**config.mk**
```make
export PLATFORM = sky130hd
export DESIGN_NAME = muldiv_seq
export DESIGN_NICKNAME = d
export VERILOG_FILES = /design/src/rtl/muldiv_seq.sv
export SDC_FILE = /design/constraint.sdc
export NUM_CORES = 1
export LEC_CHECK = 0
export BUFFER_PORTS_ARGS = -buffer_cell sky130_fd_sc_hd__buf_2
export CAP_MARGIN = 15
export CORE_MARGIN = 10
export CORE_UTILIZATION = 33
export DETAILED_ROUTE_END_ITERATION = 12
export GPL_ROUTABILITY_DRIVEN = 0
export GPL_TIMING_DRIVEN = 0
export PLACE_DENSITY = 0.45
export SLEW_MARGIN = 30
export SYNTH_ARGS = -nofsm -noshare
export SYNTH_HDL_FRONTEND = slang
export SYNTH_SLANG_ARGS = --single-unit
export TNS_END_PERCENT = 20
```
**constraint.sdc**
```tcl
create_clock -name clk -period 6.39 [get_ports clk]
set_input_delay 0.3195 -clock clk [delete_from_list [all_inputs] [get_ports clk]]
set_output_delay 0.3195 -clock clk [all_outputs]
set_load 0.1 [all_outputs]
```
**src/rtl/muldiv_seq.sv**
```systemverilog
`timescale 1ns/1ps
// -----------------------------------------------------------------------------
// muldiv_seq
//
// Iterative RV32M multiply/divide sequencer for the Execution stage. One
// M-extension operation is accepted at a time. It runs for a fixed latency
// using a radix-2 shift-add multiply or a restoring divide. The pipeline is
// held through `busy` while the operation is in flight.
//
// Handshake: `start` is sampled only in IDLE and only when `flush` is low.
// The cycle in which it is sampled is the accept cycle. `busy` rises
// combinationally in that cycle and stays high through CALC and FIX. It drops
// in DONE, the same cycle `done` pulses for one clock with `result` valid. The
// requester may keep `start` high while stalled, because `start` is ignored
// outside IDLE.
//
// Ports
//   clk        rising-edge clock
//   reset      asynchronous, active-high; returns to IDLE, clears outputs
//   flush      synchronous abort; returns to IDLE without a `done` pulse
//   start      operation request, sampled in IDLE
//   op         RV32M funct3 (MUL, MULH, MULHSU, MULHU, DIV, DIVU, REM, REMU)
//   a, b       rs1 / rs2 operands, sampled with `start`
//   result     registered result, held until the next completion
//   busy       stall request to the Ex stage (only combinational output)
//   done       one-cycle completion pulse
//   dbg_state  current FSM state (0 IDLE, 1 CALC, 2 FIX, 3 DONE)
// -----------------------------------------------------------------------------
module muldiv_seq #(
    parameter int WIDTH = 32
) (
    input  logic             clk,
    input  logic             reset,
    input  logic             flush,
    input  logic             start,
    input  logic [2:0]       op,
    input  logic [WIDTH-1:0] a,
    input  logic [WIDTH-1:0] b,
    output logic [WIDTH-1:0] result,
    output logic             busy,
    output logic             done,
    output logic [1:0]       dbg_state
);

    typedef enum logic [1:0] {
        ST_IDLE = 2'd0,
        ST_CALC = 2'd1,
        ST_FIX  = 2'd2,
        ST_DONE = 2'd3
    } state_t;

    localparam logic [2:0] OP_MULH   = 3'b001;
    localparam logic [2:0] OP_MULHSU = 3'b010;
    localparam logic [2:0] OP_DIV    = 3'b100;
    localparam logic [2:0] OP_REM    = 3'b110;

    localparam logic [5:0]       LAST_ITER = 6'(WIDTH - 1);
    localparam logic [WIDTH-1:0] ALL_ONES  = {WIDTH{1'b1}};
    localparam logic [WIDTH-1:0] MIN_NEG   = {1'b1, {(WIDTH-1){1'b0}}};

    // ---------------------------------------------------------------------
    // State and datapath registers
    // ---------------------------------------------------------------------
    state_t               state_q, state_d;
    logic [5:0]           cnt_q, cnt_d;
    logic [2:0]           op_q, op_d;
    logic                 neg_a_q, neg_a_d;     // rs1 was negative and signed
    logic                 neg_b_q, neg_b_d;     // rs2 was negative and signed
    logic [2*WIDTH-1:0]   acc_q, acc_d;         // product, or remainder:quotient
    logic [WIDTH-1:0]     opnd_q, opnd_d;       // |b|: multiplicand or divisor
    logic [WIDTH-1:0]     a_orig_q, a_orig_d;   // raw rs1 for REM-by-zero
    logic                 b_zero_q, b_zero_d;
    logic                 ovf_q, ovf_d;         // MIN_NEG / -1 operand pair
    logic [WIDTH-1:0]     result_q, result_d;
    logic                 done_q, done_d;

    // ---------------------------------------------------------------------
    // Operand conditioning in the accept cycle
    // ---------------------------------------------------------------------
    logic             a_signed;
    logic             b_signed;
    logic             in_neg_a;
    logic             in_neg_b;
    logic [WIDTH-1:0] abs_a;
    logic [WIDTH-1:0] abs_b;

    always_comb begin
        a_signed = (op == OP_MULH) || (op == OP_MULHSU) ||
                   (op == OP_DIV)  || (op == OP_REM);
        b_signed = (op == OP_MULH) || (op == OP_DIV) || (op == OP_REM);
        in_neg_a = a_signed & a[WIDTH-1];
        in_neg_b = b_signed & b[WIDTH-1];
        // Negating MIN_NEG wraps back to MIN_NEG. As an unsigned magnitude,
        // that is exactly 2^(WIDTH-1).
        abs_a    = in_neg_a ? ('0 - a) : a;
        abs_b    = in_neg_b ? ('0 - b) : b;
    end

    // ---------------------------------------------------------------------
    // One iteration of multiply / divide
    // ---------------------------------------------------------------------
    logic [WIDTH:0]       mul_sum;
    logic [2*WIDTH-1:0]   mul_step;
    logic [WIDTH:0]       div_trial;
    logic                 div_ge;
    logic [WIDTH-1:0]     div_rem;
    logic [2*WIDTH-1:0]   div_step;

    always_comb begin
        // Shift-add: the carry out of the upper-half add becomes the new MSB
        // after the right shift.
        mul_sum  = {1'b0, acc_q[2*WIDTH-1:WIDTH]} + {1'b0, opnd_q};
        mul_step = acc_q[0] ? {mul_sum, acc_q[WIDTH-1:1]}
                            : {1'b0, acc_q[2*WIDTH-1:1]};

        // Restoring divide: the remainder after the left shift is one bit
        // wider than the divisor. The trial is therefore taken on WIDTH+1 bits.
        div_trial = acc_q[2*WIDTH-1:WIDTH-1];
        div_ge    = div_trial >= {1'b0, opnd_q};
        div_rem   = WIDTH'(div_trial - {1'b0, opnd_q});
        div_step  = div_ge ? {div_rem, acc_q[WIDTH-2:0], 1'b1}
                           : {acc_q[2*WIDTH-2:0], 1'b0};
    end

    // ---------------------------------------------------------------------
    // Sign correction, result selection and special cases
    // ---------------------------------------------------------------------
    logic [2*WIDTH-1:0] prod_fix;
    logic [WIDTH-1:0]   quot_fix;
    logic [WIDTH-1:0]   rem_fix;
    logic [WIDTH-1:0]   fix_val;

    always_comb begin
        prod_fix = (neg_a_q ^ neg_b_q) ? ('0 - acc_q) : acc_q;
        quot_fix = (neg_a_q ^ neg_b_q) ? ('0 - acc_q[WIDTH-1:0]) : acc_q[WIDTH-1:0];
        // The remainder follows the sign of the dividend.
        rem_fix  = neg_a_q ? ('0 - acc_q[2*WIDTH-1:WIDTH]) : acc_q[2*WIDTH-1:WIDTH];

        fix_val = '0;
        if (!op_q[2]) begin
            // MUL keeps the low half. The three MULH variants keep the high half.
            fix_val = (op_q[1:0] == 2'b00) ? prod_fix[WIDTH-1:0]
                                           : prod_fix[2*WIDTH-1:WIDTH];
        end else if (b_zero_q) begin
            fix_val = op_q[1] ? a_orig_q : ALL_ONES;
        end else if (ovf_q && !op_q[0]) begin
            // Signed overflow: the quotient saturates to MIN_NEG and the
            // remainder is zero.
            fix_val = op_q[1] ? '0 : MIN_NEG;
        end else begin
            fix_val = op_q[1] ? rem_fix : quot_fix;
        end
    end

    // ---------------------------------------------------------------------
    // FSM: state register
    // ---------------------------------------------------------------------
    always_ff @(posedge clk or posedge reset) begin
        if (reset) begin
            state_q <= ST_IDLE;
        end else begin
            state_q <= state_d;
        end
    end

    // ---------------------------------------------------------------------
    // FSM: next-state logic. `flush` overrides every transition.
    // ---------------------------------------------------------------------
    always_comb begin
        state_d = state_q;
        if (flush) begin
            state_d = ST_IDLE;
        end else begin
            case (state_q)
                ST_IDLE: if (start) state_d = ST_CALC;
                ST_CALC: if (cnt_q == LAST_ITER) state_d = ST_FIX;
                ST_FIX:  state_d = ST_DONE;
                ST_DONE: state_d = ST_IDLE;
                default: state_d = ST_IDLE;
            endcase
        end
    end

    // ---------------------------------------------------------------------
    // FSM: outputs. `busy` is gated by reset so that it also reads 0 while
    // reset is held with `start` high.
    // ---------------------------------------------------------------------
    always_comb begin
        busy = !reset && (((state_q == ST_IDLE) && start && !flush) ||
                          (state_q == ST_CALC) || (state_q == ST_FIX));
        done      = done_q;
        result    = result_q;
        dbg_state = state_q;
    end

    // ---------------------------------------------------------------------
    // Datapath next-value logic
    // ---------------------------------------------------------------------
    always_comb begin
        cnt_d    = cnt_q;
        op_d     = op_q;
        neg_a_d  = neg_a_q;
        neg_b_d  = neg_b_q;
        acc_d    = acc_q;
        opnd_d   = opnd_q;
        a_orig_d = a_orig_q;
        b_zero_d = b_zero_q;
        ovf_d    = ovf_q;
        result_d = result_q;
        // `done` pulses in the cycle after FIX unless that FIX was flushed.
        done_d   = (state_q == ST_FIX) && !flush;

        case (state_q)
            ST_IDLE: begin
                if (start && !flush) begin
                    op_d     = op;
                    neg_a_d  = in_neg_a;
                    neg_b_d  = in_neg_b;
                    acc_d    = {{WIDTH{1'b0}}, abs_a};
                    opnd_d   = abs_b;
                    a_orig_d = a;
                    b_zero_d = (b == '0);
                    ovf_d    = (a == MIN_NEG) && (b == ALL_ONES);
                    cnt_d    = '0;
                end
            end
            ST_CALC: begin
                acc_d = op_q[2] ? div_step : mul_step;
                cnt_d = cnt_q + 6'd1;
            end
            ST_FIX: begin
                if (!flush) result_d = fix_val;
            end
            default: ;
        endcase
    end

    // ---------------------------------------------------------------------
    // Datapath registers
    // ---------------------------------------------------------------------
    always_ff @(posedge clk or posedge reset) begin
        if (reset) begin
            cnt_q    <= '0;
            op_q     <= '0;
            neg_a_q  <= 1'b0;
            neg_b_q  <= 1'b0;
            acc_q    <= '0;
            opnd_q   <= '0;
            a_orig_q <= '0;
            b_zero_q <= 1'b0;
            ovf_q    <= 1'b0;
            result_q <= '0;
            done_q   <= 1'b0;
        end else begin
            cnt_q    <= cnt_d;
            op_q     <= op_d;
            neg_a_q  <= neg_a_d;
            neg_b_q  <= neg_b_d;
            acc_q    <= acc_d;
            opnd_q   <= opnd_d;
            a_orig_q <= a_orig_d;
            b_zero_q <= b_zero_d;
            ovf_q    <= ovf_d;
            result_q <= result_d;
            done_q   <= done_d;
        end
    end

endmodule

```
==> results of run 1 <==
-- kinds of logic (layout without fill, tap and decap cells) --
logic type	count (synthesis)	count (layout)
xor+xnor	208	208
buf+inv	208	350
simple gates	606	606
mux	78	78
compound gates	638	638
flops	176	176
fa+ha+maj	75	75
-- timing repair --
| action | 4_1_cts | 5_1_grt |
|---|---|---|
| hold buffers | 2 | 0 |
| hold endpoints to repair | 52 | 0 |
| buffers inserted | 0 | 0 |
-- through the flow --
stage / utilization (%) / instance area (sq um)
2_1_floorplan: - / 15600
3_3_place_gp: 36.2 / 16800
3_5_place_dp: 36.3 / 16900
4_1_cts: 37.7 / 17600
5_1_grt: 37.7 / 17600
6_report: 37.7 / 17600
-- per-layer routing --
layer	part of all wire, %	global-route usage, %	vias to the layer above	routed length (um)
li1	-	-	7424	-
met3	6.2	4.29	160	4350
met4	5.1	12.9	2	3600
met5	0.017	0	-	12
met1	43	30.6	7829	29900
met2	46	39.3	637	32200
-- power by group through the flow --
stage          clock, mW  sequential, mW  combinational, mW
3_5_place_dp           0            2.25               8.28
6_report            1.20            2.24               8.44
3_3_place_gp           0            2.24               8.24
5_1_grt             1.26            2.29               9.12
2_1_floorplan          0            2.68               5.22
4_1_cts             1.22            2.23               8.31
-- state kept, by name, indices dropped and copies added, names as in the netlist --
signal / flops
a_orig_q: 32
acc_q: 64
b_zero_q: 1
cnt_q: 6
dbg_state: 2
done: 1
neg_a_q: 1
neg_b_q: 1
op_q: 3
opnd_q: 32
ovf_q: 1
result: 32
-- cell usage after synthesis, types with 5 or more instances --
cell type	instances
mux2i_1	44
o31ai_1	26
nand4_1	24
o21ai_0	212
o41ai_1	9
o22ai_1	10
nor2b_1	14
a221o_1	9
o221ai_1	11
nand3b_1	5
nand2_1	249
a22o_1	9
inv_1	69
or4_1	13
nor2_1	130
clkbuf_1	126
xnor2_1	100
or2_2	7
buf_1	6
nand2b_1	22
and3_1	9
xor2_1	108
a31oi_1	13
dfrtp_1	176
nor4_1	20
o211ai_1	34
o21bai_1	7
nand3_1	27
a21oi_1	179
a32o_1	8
nor3_1	40
and2_1	6
or3_1	23
a211oi_1	18
a221oi_1	16
a21o_1	32
mux2_2	34
ha_1	73
-- worst max path at each step --
stage | slack, ns | cells after the start | start | endpoint
after CTS | 1.34 | 12 | acc_q[0] | result[12]
after detailed placement | 1.37 | 12 | acc_q[0] | result[12]
final | 1.20 | 12 | acc_q[0] | result[12]
after global routing | 1.08 | 12 | acc_q[0] | result[12]
after floorplan | 1.30 | 1 | reset | a_orig_q[0]
after global placement | -1.46 | 2 | reset | result[6]
-- cell type report --
class                           count  area share [%]
Clock buffer                       17            2.42
Sequential cell                   176            25.1
Buffer                            137            3.03
Multi-Input combinational cell   1605            59.0
Timing Repair Buffer              110            3.45
Tap cell                          607            4.32
Clock inverter                     15            1.17
Inverter                           71            1.56
==> results.md, run 1 <==
* CP Launch Type: flip-flop
* Port buffer count at 106
* Synth async-reset ratio at 100%
* Clk_skew at 0.0224 ns
* Row count at 79
* First drt pass iteration count at 8
* Synth Flop Type: dfrtp_1
* GR Overflow Total at 0
* Pin count of the biggest net entering global routing at 65
* Most common cell after layout, fill and taps aside: nand2_1
* Worst path cell trace: clkinv_1 > clkbuf_1 > ha_1 > or3b_2 > nor3_1 > and3_1 > and2_0 > nand2_1 > clkbuf_1 > o41ai_1 > xor2_1 > a21boi_0
* Net Sw Power at 6.89 mW
* Final hold slack at 0.0637 ns
* Clock slew at reported path FFs at 0.07 ns
* Clk pwr share at 10.1%
* Routed len/inst at 25.6 um
* Worst-case hold path end point: b_zero_q
* Gr usage total at 24.4%
* YS warnings at 0
* Crit-path most repeated cell: clkbuf_1
* N_diodes at 0
* Number of enable flip-flop cells after synthesis at 0
* Placement Setup Slack at 1.37 ns
* Filler cells at 4989
* R2r setup slk at 1.20 ns
* Mux contribution to synthesized area at 5.29%
* Die W at 237 um
* Least-Margin Pin Slew at 1.05 ns
* Post-synthesis sequential area ratio at 28.3%
* Initial antenna violation count at 1
* CP Class: reg2reg
* Vias per Instance at 5.86
* Number of global-route vias before repair at 15.8k
* WHS Path Cells at 2
* Seq cells post-synth at 176
* CTS tree: built
* Power, Total at 11.9 mW
* DRT antenna net count at 0
* Post-synthesis xor/xnor area fraction at 11.7%
* Rel. slew slack at 30.0%
* Minimum clock period at 5.19 ns
* Finish-stage setup viols at 0
* Tcrit/Tclk final at 81.2%
* Syn Area/Cell at 7.82 sq um
* Worst hold start: b[31]
* Post-Route WL at 70100 um
* Yosys top cell area share at 28.3%
* Crit-path max FO at 10
* Area Growth Syn to Fin at 12.9%
* Most frequent cells in the layout: nand2_1 (249), o21ai_0 (212), a21oi_1 (179)
* Crit-path max cell delay at 0.64 ns
* Clock Tree Buf Depth at 2
* Layout cells sized above 1 at 9.39%
* Initial Util at 33.4%
* Multi-input gate area at 10400 sq um
* Leading area contributor after synthesis: dfrtp_1
* Worst vdd ir at 0.652 mV
* Pwr Density at 676 nW/um^2
* Worst skew pair latency at 0.52 ns
* Die ar. at 56200 sq um
* Max Cap Viol at 0
* Synth Instances at 1989
* Fin worst setup slack at 1.20 ns
* Switch share at 58.0%
* CTS Buf Count at 17
* Post-Synth Simple-Gate Area at 18.2%
* Cell variety after synth at 71
* I/O pins at 107
* Register area at 4400 sq um
* Internal at 4.99 mW
* Post-Synth Adder-Cell Area at 6.13%
* Leakage Power at 7.57 nW
* Root buffer cell: clkbuf_16
* Slowest cell on crit path: clkbuf_1
* Top post-synthesis cells by area: dfrtp_1 (28%), o21ai_0 (6.8%), xor2_1 (6.1%)
* WP data required at 6.74 ns
* Post_cts resized at 0
* HPWL after DPL at 55800 um
* R2R depth at 12
* H-tree depth at 4
* Slew Viols, Final at 0
* Initial DRC Count at 1499
* Vias at 16.1k
* Syn_nets at 2135
* Setup repair after global routing missed its margin: false
* Final net count at 2264
* Min-delay worst type: in2reg
* Arrival @ worst endpoint at 5.54 ns
* Post-Synthesis Cell Area at 15600 sq um
* Outcome: completed
* CP bufs+invs at 3
* Max Clock Freq at 193 MHz
* Largest family of logic cells by synthesized area: compound AO/OA/AOI/OAI gates
* Clock sink count at 176
* Final hold vios at 0
* Placed cell count at 2704
* Family with the most delay on the worst path: simple AND/OR/NAND/NOR gates
* Global-route wire length before repair at 103000 um
* DRC viols at 0
* Die height at 237 um
* Critical R2R Launch: acc_q[0]
* Sequential power share at 18.9%
* Final Non-Filler Cells at 2738
* Combinational share of power at 71.1%
* Crit Reg-Reg Endpoint: result[12]
* Setup TNS at 0 ns
* Core box area at 46600 sq um
* Fraction of the mapped netlist area in compound gates at 25.2%
* Critical path endpoint category: flip-flop
Power figures use the tool's default switching activity.
==> run 2: changes to the inputs <==
- PLACE_DENSITY: 0.45 -> 0.46
- clock period: 6.39 -> 4.58 ns (I/O delays scaled with it)
==> results.md, run 2 (synthesis results as in run 1) <==
* Crit-path max FO at 10 (unchanged)
* CTS Buf Count at 17 (unchanged)
* GR Overflow Total at 0 (unchanged)
* Initial DRC Count at 1379 (-8.0%)
* R2r setup slk at 0.05 ns (-1.15 ns)
* Clock slew at reported path FFs at 0.08 ns (about the same)
* Max Cap Viol at 0 (unchanged)
* CP Class: reg2reg
* DRT antenna net count at 0 (unchanged)
* Most common cell after layout, fill and taps aside: nand2_1
* Routed len/inst at 25.1 um (-1.9%)
* HPWL after DPL at 55400 um (-0.83%)
* Clock Tree Buf Depth at 2 (unchanged)
* Die W at 237 um (unchanged)
* Post-Route WL at 69100 um (-1.3%)
* Worst hold start: a[29]
* DRC viols at 0 (unchanged)
* Setup bufs post-CTS at 0 (unchanged)
* Setup repair after global routing missed its margin: true
* Placed cell count at 2708 (+0.15%)
* Vias at 16.2k (+0.86%)
* Tcrit/Tclk final at 98.9% (+18 points)
* Outcome: completed
* Final net count at 2280 (+0.71%)
* Final Non-Filler Cells at 2754 (+0.58%)
* Slew Viols, Final at 0 (unchanged)
* Vias per Instance at 5.88 (+0.27%)
* Minimum clock period at 4.53 ns (-0.662 ns)
* Die height at 237 um (unchanged)
* Worst-case hold path end point: a_orig_q[29]
* Pin count of the biggest net entering global routing at 30 (-54%)
* Max Clock Freq at 221 MHz (+15%)
* Arrival @ worst endpoint at 4.91 ns (-0.63 ns)
* Gr usage total at 24.0% (-0.40 points)
* Crit Reg-Reg Endpoint: acc_q[42]
* WHS Path Cells at 2 (unchanged)
* Number of global-route vias before repair at 15.8k (-0.33%)
* Core box area at 46600 sq um (unchanged)
* Die ar. at 56200 sq um (unchanged)
* Clock sink count at 176 (unchanged)
* Global-route wire length before repair at 102000 um (-0.90%)
* Min-delay worst type: in2reg
* Root buffer cell: clkbuf_16
* Most frequent cells in the layout: nand2_1 (249), o21ai_0 (212), a21oi_1 (179)
* Worst vdd ir at 0.589 mV (-9.7%)
* Worst skew pair latency at 0.51 ns (about the same)
* First drt pass iteration count at 6 (-2)
* CTS tree: built
* Pwr Density at 929 nW/um^2 (+37%)
* Rel. slew slack at 26.8% (-3.2 points)
* Max reg flops at 64 (unchanged)
* Initial Util at 33.4% (unchanged)
* I/O pins at 107 (unchanged)
* DP Area at 17000 sq um (+0.35%)
* Critical R2R Launch: acc_q[47]
* Finish-stage setup viols at 0 (unchanged)
* Initial antenna violation count at 2 (+1)
* Final hold vios at 0 (unchanged)
* H-tree depth at 4 (unchanged)
* Final Cell Area at 17700 sq um (+0.90%)
* Layout Utilization at 38.1% (+0.34 points)
* WP data required at 4.96 ns (-1.78 ns)
* Most flop-heavy register: acc_q
* R2R depth at 12 (unchanged)
* CP startpoint: acc_q[47]
* CP Launch Type: flip-flop
* Clk_skew at 0.0158 ns (-0.00663 ns)
* Critical path endpoint category: flip-flop
* Least-Margin Pin Slew at 1.10 ns (+0.0487 ns)
* Area Growth Syn to Fin at 13.9%
* Layout cells sized above 1 at 9.65% (+0.26 points)
* Port buffer count at 106 (unchanged)
* Row count at 79 (unchanged)
* Leakage Power at 7.62 nW (+0.68%)
-- run 2: cell count changes in the layout (fill, tap and decap cells not counted), moves of 2 or more --
cell | previous run | this run
bufinv_16 | 4 | 2
clkinv_4 | 2 | 0
dlygate4sd3_1 | 2 | 15
clkbuf_1 | 124 | 122
buf_16 | 2 | 0
clkinvlp_4 | 2 | 6
buf_12 | 0 | 6
inv_6 | 3 | 5
-- run 2: how the worst max path moves through the flow --
stage          slack (ns)   endpoint
2_1_floorplan        0.85       busy
3_3_place_gp        -0.51  result[2]
3_5_place_dp        -0.47  result[2]
4_1_cts              0.04  acc_q[58]
5_1_grt             -0.15  acc_q[37]
6_report             0.05  acc_q[42]
-- run 2: metal layers --
| metal | vias to the layer above | GRT usage (%) | part of all wire (%) |
|---|---|---|---|
| li1 | 7472 | - | - |
| met1 | 7844 | 30.4 | 43 |
| met2 | 712 | 38.3 | 45 |
| met3 | 162 | 4.28 | 6.8 |
| met4 | 0 | 12.7 | 5.4 |
| met5 | - | 0 | 0 |
-- run 2: critical path, stage by stage (launching register included) --
cell and delay (ns):
dfrtp_1 0.43, ha_1 0.30, clkbuf_1 0.19, a21o_1 0.21, a31o_2 0.23, a2111oi_1 0.60
a211oi_1 0.26, a211oi_1 0.51, o211a_1 0.25, buf_2 0.33, clkbuf_1 0.60, o211ai_1 0.19
a22o_1 0.27
-- run 2: final cells by class --
class / instances / area [sq um]
fillers: 4922 / 28800
multi-input cells: 1605 / 10400
flip-flops and latches: 176 / 4400
repair buffers: 127 / 801
well taps: 607 / 759
plain buffers: 136 / 529
clock buffers: 17 / 425
inverters: 71 / 274
clock inverters: 14 / 155
diodes: 1 / 2.50
-- run 2: repair_timing --
action | 4_1_cts | 5_1_grt
hold buffers | 15 | 0
hold endpoints to repair | 38 | 0
endpoints found under the setup margin | 25 | 20
gates resized for setup | 1 | 8
-- run 2: per-stage QoR --
stage / setup TNS [ns] / power (mW) / setup slack (ns) / hold WS (ns)
2_1_floorplan: 0 / 11.0 / 0.851 / 0.295
3_3_place_gp: -4.15 / 14.6 / -0.515 / 0.432
3_5_place_dp: -3.83 / 14.7 / -0.471 / 0.359
4_1_cts: 0 / 16.3 / 0.0422 / 0.00260
5_1_grt: -0.710 / 17.5 / -0.149 / 0.0209
6_report: 0 / 16.5 / 0.0524 / 0.0361
-- run 2: power breakdown --
group          leakage (nW)  internal [mW]  switching [mW]
registers              2.21           2.25           0.880
clock network         0.275          0.807           0.748
logic                  5.14           3.81            7.97
==> run 3: changes to the inputs <==
- RECOVER_POWER: not set -> 50
==> results.md, run 3 (synthesis results as in run 1) <==
* Worst vdd ir at 0.586 mV (-0.57%)
* Final net count at 2280 (unchanged)
* Internal at 6.84 mW (-0.39%)
* Clock slew at reported path FFs at 0.08 ns (about the same)
* Max Cap Viol at 2 (+2)
* Sequential power share at 19.1% (about the same)
* DRT antenna net count at 0 (unchanged)
* Clk pwr share at 9.5% (about the same)
* CP bufs+invs at 3 (unchanged)
* Least-Margin Pin Slew at 1.54 ns (+0.441 ns)
* Net Sw Power at 9.58 mW (-0.15%)
* Tcrit/Tclk final at 98.5% (-0.39 points)
* CP Class: reg2reg
* Setup repair after global routing missed its margin: true
* Minimum clock period at 4.51 ns (-0.0177 ns)
* Initial DRC Count at 1351 (-2.0%)
* Crit-path max FO at 10 (unchanged)
* Die height at 237 um (unchanged)
* Filler cells at 4933 (+0.22%)
* H-tree depth at 4 (unchanged)
* Combinational share of power at 71.4% (about the same)
* Critical path endpoint category: flip-flop
* Final hold slack at 0.0311 ns (-0.00502 ns)
* Most frequent cells in the layout: nand2_1 (249), o21ai_0 (212), a21oi_1 (179)
* Pin count of the biggest net entering global routing at 30 (unchanged)
* Initial Util at 33.4% (unchanged)
* Core box area at 46600 sq um (unchanged)
* Setup TNS at 0 ns (unchanged)
* Initial antenna violation count at 2 (unchanged)
* Arrival @ worst endpoint at 4.90 ns (about the same)
* GR Overflow Total at 0 (unchanged)
* Most common cell after layout, fill and taps aside: nand2_1
* Vias at 16.1k (-0.27%)
* Gr usage total at 24.0% (unchanged)
* Clock sink count at 176 (unchanged)
* N_diodes at 0 (-1)
* GR Layer Usage met1 at 30.4% (unchanged)
* Final hold vios at 0 (unchanged)
* Gr busiest metal: met2
* Most flop-heavy register: acc_q
* Family with the most delay on the worst path: compound AO/OA/AOI/OAI gates
* Worst skew pair latency at 0.52 ns (about the same)
* Root buffer cell: clkbuf_16
* Area Growth Syn to Fin at 13.2%
* I/O pins at 107 (unchanged)
* Layout cells sized above 1 at 8.71% (-0.93 points)
* Crit-path max cell delay at 0.61 ns (about the same)
* Clk_skew at 0.0161 ns (+0.000247 ns)
* CTS tree: built
* DRC viols at 0 (unchanged)
* WP data required at 4.97 ns (about the same)
* Slowest cell on crit path: a2111oi_1
* Final Cell Area at 17600 sq um (-0.66%)
* Die ar. at 56200 sq um (unchanged)
* Number of global-route vias before repair at 15.8k (unchanged)
* Violated checks: max-capacitance violations, max-slew violations
* Outcome: finished, violations left
* Switch share at 58.3% (about the same)
* Max reg flops at 64 (unchanged)
* Row count at 79 (unchanged)
* Vias per Instance at 5.87 (-0.23%)
* Finish-stage setup viols at 0 (unchanged)
* Die W at 237 um (unchanged)
* Met3 usage at 4.28% (unchanged)
* Global-route wire length before repair at 102000 um (unchanged)
* Leakage Power at 7.52 nW (-1.3%)
* Port buffer count at 106 (unchanged)
* Clock Tree Buf Depth at 2 (unchanged)
* Max Clock Freq at 222 MHz (+0.39%)
* HPWL after DPL at 55400 um (unchanged)
* Worst path cell trace: ha_1 > clkbuf_1 > a21o_1 > a31o_2 > a2111oi_1 > a211oi_1 > a211oi_1 > o211a_1 > buf_2 > clkbuf_1 > o211ai_1 > a22o_1
* Met2 Use GR at 38.3% (unchanged)
* Rel. slew slack at -2.61% (-29 points)
* CTS Buf Count at 17 (unchanged)
* Setup bufs post-CTS at 0 (unchanged)
* Min-delay worst type: in2reg
* Slew Viols, Final at 30 (+30)
* Post-Route WL at 69100 um (about the same)
* DP Area at 17000 sq um (unchanged)
* Pwr Density at 933 nW/um^2 (+0.41%)
* Routed len/inst at 25.1 um (about the same)
* CP Launch Type: flip-flop
* First drt pass iteration count at 8 (+2)
## run 3: power by group through the flow
stage	Sequential, mW	Combinational, mW	Clock (mW)
2_1_floorplan	3.74	7.29	0
3_3_place_gp	3.14	11.5	0
3_5_place_dp	3.14	11.5	0
4_1_cts	3.12	11.6	1.58
5_1_grt	3.21	12.6	1.65
6_report	3.14	11.7	1.56
## run 3: area by class of cell
cell class | count | area [sq um] | area share [%]
clock buffers | 17 | 425 | 2.42
clock inverters | 14 | 155 | 0.881
well taps | 607 | 759 | 4.31
plain buffers | 136 | 529 | 3.01
flip-flops and latches | 176 | 4400 | 25.0
multi-input cells | 1605 | 10400 | 58.9
repair buffers | 127 | 688 | 3.91
inverters | 71 | 272 | 1.54
## run 3: metrics by stage
stage	cells	util, %	power [mW]	setup slack (ns)
final	2753	37.8	16.4	0.0701
after global routing	2753	37.8	17.5	-0.149
after CTS	2753	38.0	16.3	0.0422
after detailed placement	2708	36.5	14.7	-0.471
after global placement	2702	36.2	14.6	-0.515
after floorplan	1989	-	11.0	0.851
## run 3: what timing repair did
item	4_1_cts	5_1_grt
endpoints found under the hold margin	38	0
pin swaps	0	0
hold buffers	15	0
setup endpoints to repair	25	20
gates resized for setup	1	8
cloned	0	0
## run 3: final timing paths
check,start,endpoint,slack [ns],cells past startpoint
max,acc_q[47],acc_q[42],0.07,12
min,op[1],op_q[1],0.03,2
max reg2reg,acc_q[47],acc_q[42],0.07,12
min reg2reg,result[29],result[29],0.47,2
max in group asynchronous,reset,result[3],0.51,6
min in group asynchronous,reset,acc_q[60],0.52,3
## run 3: worst reg2reg max path, delay by kind of cell, from the launching register on
| kind | cells | cell delay, ns |
|---|---|---|
| AO/OA/AOI/OAI | 8 | 2.52 |
| buffers and inverters | 3 | 1.14 |
| flip-flops | 1 | 0.43 |
| adder cells (fa/ha/maj) | 1 | 0.30 |
## run 3: metal layers
layer / share of wire (%) / vias to the layer above
li1: - / 7475
met1: 43 / 7842
met2: 45 / 676
met3: 6.8 / 154
met4: 5.3 / 0
met5: 0 / -
